<file path="config.mk">
export PLATFORM = sky130hd
export DESIGN_NAME = adc_capture_ctrl
export DESIGN_NICKNAME = d
export VERILOG_FILES = /design/src/rtl/adc_capture_ctrl_pkg.sv /design/src/rtl/adc_decim_tick.sv /design/src/rtl/adc_capture_ctrl.sv
export SDC_FILE = /design/constraint.sdc
export NUM_CORES = 1
export LEC_CHECK = 0
export BUFFER_PORTS_ARGS = -buffer_cell sky130_fd_sc_hd__buf_2
export CORE_AREA = 8 8 105 107
export CTS_CLUSTER_SIZE = 10
export DETAILED_ROUTE_END_ITERATION = 8
export DIE_AREA = 0 0 113 115
export GPL_ROUTABILITY_DRIVEN = 0
export PLACE_DENSITY = 0.78
export RECOVER_POWER = 100
export SLEW_MARGIN = 20
export SYNTH_ARGS = -nofsm -noshare
export SYNTH_HDL_FRONTEND = slang
export SYNTH_SLANG_ARGS = --single-unit
</file>
<file path="constraint.sdc">
create_clock -name clkouta -period 2.95 [get_ports clkouta]
set_input_delay 0.1475 -clock clkouta [delete_from_list [all_inputs] [get_ports clkouta]]
set_output_delay 0.1475 -clock clkouta [all_outputs]
set_load 0.02 [all_outputs]
</file>
<file path="src/rtl/adc_capture_ctrl_pkg.sv">
// adc_capture_ctrl_pkg
// Shared definitions for the ADC capture controller and its decimation divider.
// Contents:
//   state_t          - capture FSM state encoding
//   CFG_* indices    - bit positions of {dith, rand_, pga} inside the cfg word
//   DEC_W / CNT_W    - decimation divisor and sample/overflow counter widths
//   DATA_W           - ADC sample width
package adc_capture_ctrl_pkg;

    typedef enum logic [2:0] {
        IDLE,
        CONFIG,
        SETTLE,
        CAPTURE,
        DRAIN
    } state_t;

    localparam int CFG_W    = 3;
    localparam int CFG_DITH = 2;
    localparam int CFG_RAND = 1;
    localparam int CFG_PGA  = 0;

    localparam int DEC_W  = 16;
    localparam int CNT_W  = 16;
    localparam int DATA_W = 16;

endpackage

</file>
<file path="src/rtl/adc_decim_tick.sv">
// adc_decim_tick
// Decimation divider: while enabled, counts 0..divisor-1 and asserts tick in
// the cycle the count sits at its terminal value. A divisor of 0 behaves as 1
// (tick every enabled cycle).
// Ports:
//   clkouta  in   ADC output clock
//   rst_n    in   asynchronous active-low reset
//   clear    in   synchronous counter clear (frame start)
//   enable   in   count enable (capture phase)
//   divisor  in   decimation divisor, held stable during a frame
//   tick     out  combinational terminal-count strobe
module adc_decim_tick
    import adc_capture_ctrl_pkg::*;
(
    input  logic             clkouta,
    input  logic             rst_n,
    input  logic             clear,
    input  logic             enable,
    input  logic [DEC_W-1:0] divisor,
    output logic             tick
);

    logic [DEC_W-1:0] cnt;
    logic [DEC_W-1:0] last;

    assign last = (divisor == '0) ? '0 : divisor - DEC_W'(1);
    assign tick = enable && (cnt == last);

    // NOTE: clocked state uses non-blocking assignments so every flop samples
    // pre-edge values regardless of process ordering.
    always_ff @(posedge clkouta or negedge rst_n) begin
        if (!rst_n) begin
            cnt <= '0;
        end else if (clear) begin
            cnt <= '0;
        end else if (enable) begin
            cnt <= tick ? '0 : cnt + DEC_W'(1);
        end
    end

endmodule

</file>
<file path="src/rtl/adc_capture_ctrl.sv">
// adc_capture_ctrl
// Configures the ADC control pins, waits for the converter to settle, then
// captures a decimated frame of FRAME_LEN samples into a valid/ready output
// register. Samples arriving while the output is stalled are dropped and
// flagged.
// Optional feature: define ADC_OVF_COUNT_EN to add the ovf_cnt output, a
// saturating per-frame count of overflowing sample ticks.
// Ports:
//   clkouta            in   ADC output clock (sole clock)
//   rst_n              in   asynchronous active-low reset
//   start / abort      in   single-cycle frame request / frame termination
//   cfg                in   requested pins {dith, rand_, pga}, latched on start
//   dec_div            in   decimation divisor (0 acts as 1), latched on start
//   adc_data, adc_ofa  in   ADC sample bus and overflow indicator
//   dith, rand_, pga   out  ADC control pins
//   out_data/out_valid out  captured sample, held until out_ready
//   out_ready          in   downstream accept
//   busy               out  high outside IDLE
//   frame_done         out  one-cycle pulse on frame completion
//   ovf_flag, lost     out  sticky overflow / dropped-sample flags
//   ovf_cnt            out  overflow tick count (ADC_OVF_COUNT_EN only)
module adc_capture_ctrl
    import adc_capture_ctrl_pkg::*;
#(
    parameter int FRAME_LEN  = 256,
    parameter int SETTLE_CYC = 64
) (
    input  logic              clkouta,
    input  logic              rst_n,
    input  logic              start,
    input  logic              abort,
    input  logic [CFG_W-1:0]  cfg,
    input  logic [DEC_W-1:0]  dec_div,
    input  logic [DATA_W-1:0] adc_data,
    input  logic              adc_ofa,
    output logic              dith,
    output logic              rand_,
    output logic              pga,
    output logic [DATA_W-1:0] out_data,
    output logic              out_valid,
    input  logic              out_ready,
    output logic              busy,
    output logic              frame_done,
    output logic              ovf_flag,
    output logic              lost
`ifdef ADC_OVF_COUNT_EN
    ,
    output logic [CNT_W-1:0]  ovf_cnt
`endif
);

    localparam int SET_W = (SETTLE_CYC > 1) ? $clog2(SETTLE_CYC) : 1;
    localparam logic [SET_W-1:0] SETTLE_LAST = SET_W'(SETTLE_CYC - 1);
    localparam logic [CNT_W-1:0] FRAME_LAST  = CNT_W'(FRAME_LEN - 1);

    state_t            state;
    state_t            state_nxt;
    logic [CFG_W-1:0]  cfg_q;
    logic [DEC_W-1:0]  dec_q;
    logic [CNT_W-1:0]  sample_cnt;
    logic [SET_W-1:0]  settle_cnt;
    logic              tick;
    logic              start_go;
    logic              abort_go;
    logic              live_tick;
    logic              take;
    logic              drop;

    // A start is only honoured from IDLE, and a coincident abort suppresses it.
    assign start_go  = (state == IDLE) && start && !abort;
    assign abort_go  = (state != IDLE) && abort;
    // A tick in the abort cycle is discarded: the frame is already over.
    assign live_tick = tick && !abort;
    assign take      = live_tick && (!out_valid || out_ready);
    assign drop      = live_tick && out_valid && !out_ready;
    assign busy      = (state != IDLE);

    adc_decim_tick u_decim (
        .clkouta (clkouta),
        .rst_n   (rst_n),
        .clear   (start_go),
        .enable  (state == CAPTURE),
        .divisor (dec_q),
        .tick    (tick)
    );

    always_ff @(posedge clkouta or negedge rst_n) begin
        if (!rst_n) begin
            state <= IDLE;
        end else begin
            state <= state_nxt;
        end
    end

    // NOTE: every output of this block gets a default before the case so no
    // path leaves a signal unassigned, which would infer a latch.
    always_comb begin
        state_nxt  = state;
        frame_done = 1'b0;
        case (state)
            IDLE:    if (start_go) state_nxt = CONFIG;
            CONFIG:  state_nxt = SETTLE;
            SETTLE:  if (settle_cnt == SETTLE_LAST) state_nxt = CAPTURE;
            CAPTURE: if (take && (sample_cnt == FRAME_LAST)) state_nxt = DRAIN;
            DRAIN: begin
                if (!out_valid) begin
                    frame_done = 1'b1;
                    state_nxt  = IDLE;
                end
            end
            default: state_nxt = IDLE;
        endcase
        if (abort_go) begin
            state_nxt  = IDLE;
            frame_done = 1'b0;
        end
    end

    always_ff @(posedge clkouta or negedge rst_n) begin
        if (!rst_n) begin
            cfg_q      <= '0;
            dec_q      <= '0;
            dith       <= 1'b0;
            rand_      <= 1'b0;
            pga        <= 1'b0;
            out_data   <= '0;
            out_valid  <= 1'b0;
            sample_cnt <= '0;
            settle_cnt <= '0;
            ovf_flag   <= 1'b0;
            lost       <= 1'b0;
        end else begin
            settle_cnt <= (state == SETTLE) ? settle_cnt + SET_W'(1) : '0;

            if (start_go) begin
                cfg_q      <= cfg;
                dec_q      <= dec_div;
                sample_cnt <= '0;
                ovf_flag   <= 1'b0;
                lost       <= 1'b0;
            end

            // Pins change only at the end of CONFIG and then hold across
            // frames; an abort during CONFIG leaves the old pin values.
            if ((state == CONFIG) && !abort) begin
                dith  <= cfg_q[CFG_DITH];
                rand_ <= cfg_q[CFG_RAND];
                pga   <= cfg_q[CFG_PGA];
            end

            if (abort_go) begin
                out_valid <= 1'b0;
            end else if (take) begin
                out_data   <= adc_data;
                out_valid  <= 1'b1;
                sample_cnt <= sample_cnt + CNT_W'(1);
            end else if (out_ready) begin
                out_valid <= 1'b0;
            end

            if (drop) begin
                lost <= 1'b1;
            end
            if (live_tick && adc_ofa) begin
                ovf_flag <= 1'b1;
            end
        end
    end

`ifdef ADC_OVF_COUNT_EN
    always_ff @(posedge clkouta or negedge rst_n) begin
        if (!rst_n) begin
            ovf_cnt <= '0;
        end else if (start_go) begin
            ovf_cnt <= '0;
        end else if (live_tick && adc_ofa && (ovf_cnt != '1)) begin
            ovf_cnt <= ovf_cnt + CNT_W'(1);
        end
    end
`endif

endmodule

</file>
==> impl_metrics.toml <==
[power]
worst_ir_drop_vdd_v = 0.000328
clockPowerShare = 0.193
power-per-cell-area_nw_per_um2 = 694
p_leak_uw = 0.00297
pwr-share-seq = 0.331
internal_power_uw = 2760
p_sw_frac = 0.410
netSwitchingPower_uw = 1920
power_share_of_the_combinational_group = 0.476

[detailed_routing]
post_detailed_route_drc_marker_count = 0
firstDrtPassIters = 6
post_drt_via_cell_ratio = 6.35
postRouteAntennaNets = 0
detail_route.wl_per_cell_um = 20.8
drt-total-wl_um = 16300
dr_total_vias = 4978
drt_iter0_drc = 346

[critical_path]
worst_ep_required_time_ns = 3.21
cpMostUsedCell = "sky130_fd_sc_hd__buf_12"
critPathCaptureType = "flop"
cp_data_arrival_time_ns = 3.50
timing_worst_setup_path_type = "flop to flop"
critical_path.n_buffers_inverters = 5
worst_path_largest_cell_delay_ns = 0.64
crit_path_cell_trace = "or4_4 -> o31a_1 -> buf_4 -> o21a_1 -> o2111ai_2 -> a21boi_2 -> nand4_1 -> nor4_4 -> buf_6 -> buf_12 -> buf_16 -> buf_12 -> o31ai_2"
slowest_stage = "sky130_fd_sc_hd__or4_4"
critPathTopFamily = "compound AO/OA/AOI/OAI gates"
cp-start-kind = "flop"
cp_max_fo = 8

[die]
coreArea_sq_um = 9460
ioPinCount = 65
initial_utilization = 0.514
die_height_um = 115
die_w_um = 113
die_area_sq_um = 13000
rows = 36

[final_layout]
area_growth_syn_to_layout_pct = 38.5
post_route_cells_drive_above_1_share = 0.309
layout.cells.non_filler = 784
final_standard_cell_utilization_of_the_core = 0.712
antenna_cells = 0
layout.nets = 710

[sta]
timing.final.crit_period_ns = 3.24
finalCritPeriodShare = 1.10
worst_margin_slew_ns = 2.01
final.setup_skew_ns = 0.0185
drv_slew = 83
fin_tns_setup_ns = -10.52
max_slew_margin = -0.337
postLayoutSetupSlackWorst_ns = -0.289
maximum_frequency_from_static_timing_analysis_mhz = 309
report.final.hold_viol_count = 0
finalSetupViolCount = 53
rsz_0062_raised_after_global_routing = "yes"

[logic_synthesis]
post_synth_edffs = 0
syn_avg_cell_area_sq_um = 9.26
yosysSeqAreaShare = 0.422
synth_fp_nets = 570
ys_ff_latch = 82
yosys.cell_types.count = 67
synthesis.area_sq_um = 4860
postSynth.asyncResetShare = 1.00
yosysWarnings = 0
syn-instance-count = 525
yosys_most_used_dff = "sky130_fd_sc_hd__dfrtp_1"

[global_routing]
grt.met3_usage = 0.0520
grt_util_met1 = 0.265
grt_max_degree = 83
grtUsageMet2 = 0.422
grt_first_pass_wirelength_um = 24600
antenna_found_initial = 0
global_route.overflow_total = 0
busiest_layer = "met2"
global_route_total_usage_across_every_layer = 0.236
first_global_vias = 5038

[placement]
numPortBuffers = 64
preCtsSetupSlack_ns = -0.291
dp_cells = 718
dp.final_hpwl_um = 9270

[clocking]
clock_sinks = 82
clockBufferDepth = 2
clkSlewWorstSetupHoldPaths_ns = 0.10
clkLatencyLatePin_ns = 0.39
clock_tree_from_tritoncts = "built"
cts.htree.levels = 3
tritoncts_buffers = 9
clockRootBuffer = "sky130_fd_sc_hd__clkbuf_8"

[worst_hold_path]
hold_path.class = "primary input to flop"

[job]
max_cap_viol_count = 1

[status]
violated_checks = "capacitance limit, slew limit, setup timing"
status = "complete, but fails checks"
-- synthesized netlist by cell type, types with 12 or more instances --
cell type                   number  share of area
sky130_fd_sc_hd__nor2_1         35          0.027
sky130_fd_sc_hd__o31ai_1        17          0.026
sky130_fd_sc_hd__inv_1          24          0.019
sky130_fd_sc_hd__clkbuf_1       24          0.019
sky130_fd_sc_hd__a31oi_1        12          0.015
sky130_fd_sc_hd__and3_1         13          0.017
sky130_fd_sc_hd__nand2_1        79          0.061
sky130_fd_sc_hd__nand4_1        13          0.017
sky130_fd_sc_hd__o2111ai_1      15          0.027
sky130_fd_sc_hd__dfrtp_1        82           0.42
sky130_fd_sc_hd__nand3_1        22          0.023
sky130_fd_sc_hd__mux2_1         12          0.028
-- power groups by stage --
stage	logic (uW)	clock network, uW	registers, uW
finish	2230	901	1550
global route	2360	967	1570
floorplan	1180	0	1570
global placement	1820	0	1530
detailed placement	1890	0	1550
CTS	2060	905	1530
-- worst paths after layout --
kind	start	to	slack, ns	cells past startpoint
min reg2reg	settle_cnt[0]	settle_cnt[0]	0.50	1
max reg2reg	dec_q[5]	sample_cnt[14]	-0.29	13
max in group asynchronous	rst_n	dec_q[9]	0.76	2
min	dec_div[1]	dec_q[1]	0.03	3
min in group asynchronous	rst_n	u_decim.cnt[13]	0.86	2
max	dec_q[5]	sample_cnt[14]	-0.29	13
-- cells in the final DEF, fill, tap and decap left out, types with 8 or more instances in the layout --
master / Yosys / routed
sky130_fd_sc_hd__and3_1: 13 / 13
sky130_fd_sc_hd__buf_2: 4 / 39
sky130_fd_sc_hd__buf_4: 3 / 49
sky130_fd_sc_hd__clkbuf_1: 24 / 25
sky130_fd_sc_hd__clkbuf_8: 0 / 9
sky130_fd_sc_hd__dfrtp_1: 82 / 80
sky130_fd_sc_hd__dlygate4sd3_1: 0 / 36
sky130_fd_sc_hd__inv_1: 24 / 22
sky130_fd_sc_hd__mux2_4: 0 / 16
sky130_fd_sc_hd__mux2i_1: 8 / 8
sky130_fd_sc_hd__nand2_1: 79 / 79
sky130_fd_sc_hd__nand3_1: 22 / 22
sky130_fd_sc_hd__nand4_1: 13 / 13
sky130_fd_sc_hd__nor2_1: 35 / 33
sky130_fd_sc_hd__nor4_1: 11 / 8
sky130_fd_sc_hd__o2111ai_1: 15 / 13
sky130_fd_sc_hd__o21ai_0: 11 / 10
sky130_fd_sc_hd__o31ai_2: 0 / 10
sky130_fd_sc_hd__xnor2_1: 10 / 9
sky130_fd_sc_hd__xor2_1: 9 / 9
-- cells by family (layout without fill, tap and decap cells) --
logic type,count (synthesis),after routing,synth area share
AO/OA/AOI/OAI,95,95,0.149
multiplexers,28,28,0.0628
AND/OR/NAND/NOR,236,236,0.262
adder cells (fa/ha/maj),4,4,0.0103
buffers and inverters,60,205,0.0543
flip-flops,82,82,0.422
XOR/XNOR,20,20,0.0389
-- worst reg2reg max path: cells and delay by family, from the launching register on --
family / cells / cell delay [ns]
compound gates: 5 / 1.14
flops: 1 / 0.39
simple gates: 3 / 0.86
buf+inv: 5 / 0.73
-- state kept, by name, summed over array words and instances (netlist names), 3 cells and up --
register / flops
settle_cnt: 6
u_decim.cnt: 16
out_data: 16
dec_q: 16
state: 3
sample_cnt: 16
cfg_q: 3
-- routing by layer --
metal | part of all wire | up-vias
li1 | - | 2185
met1 | 0.37 | 2441
met2 | 0.52 | 295
met3 | 0.077 | 57
met4 | 0.034 | 0
met5 | 0 | -
-- repair_timing --
action | in CTS | in global routing
cloned | 3 | 2
endpoints found under the hold margin | 116 | 1
pin swaps | 8 | 2
resized for setup | 47 | 24
endpoints found under the setup margin | 53 | 54
hold buffers | 35 | 1
buffers inserted | 8 | 2
-- through the flow --
step | total power (uW) | instance area [sq um] | hold WS (ns)
floorplan | 2750 | 4970 | -0.148
global placement | 3360 | 5660 | 0.337
detailed placement | 3430 | 5660 | 0.343
CTS | 4500 | 6580 | 0.000714
global route | 4890 | 6730 | 0.0117
finish | 4670 | 6730 | 0.0269
-- area by class of cell --
class | count | area, sq um
fill | 635 | 2730
clock inverter | 7 | 90.1
multi-input combinational | 383 | 2940
tap | 114 | 143
sequential | 82 | 2050
timing repair buffer | 165 | 1290
clock buffer | 9 | 124
inverter | 24 | 90.1
Note: power is estimated with default switching activity, not from simulation.
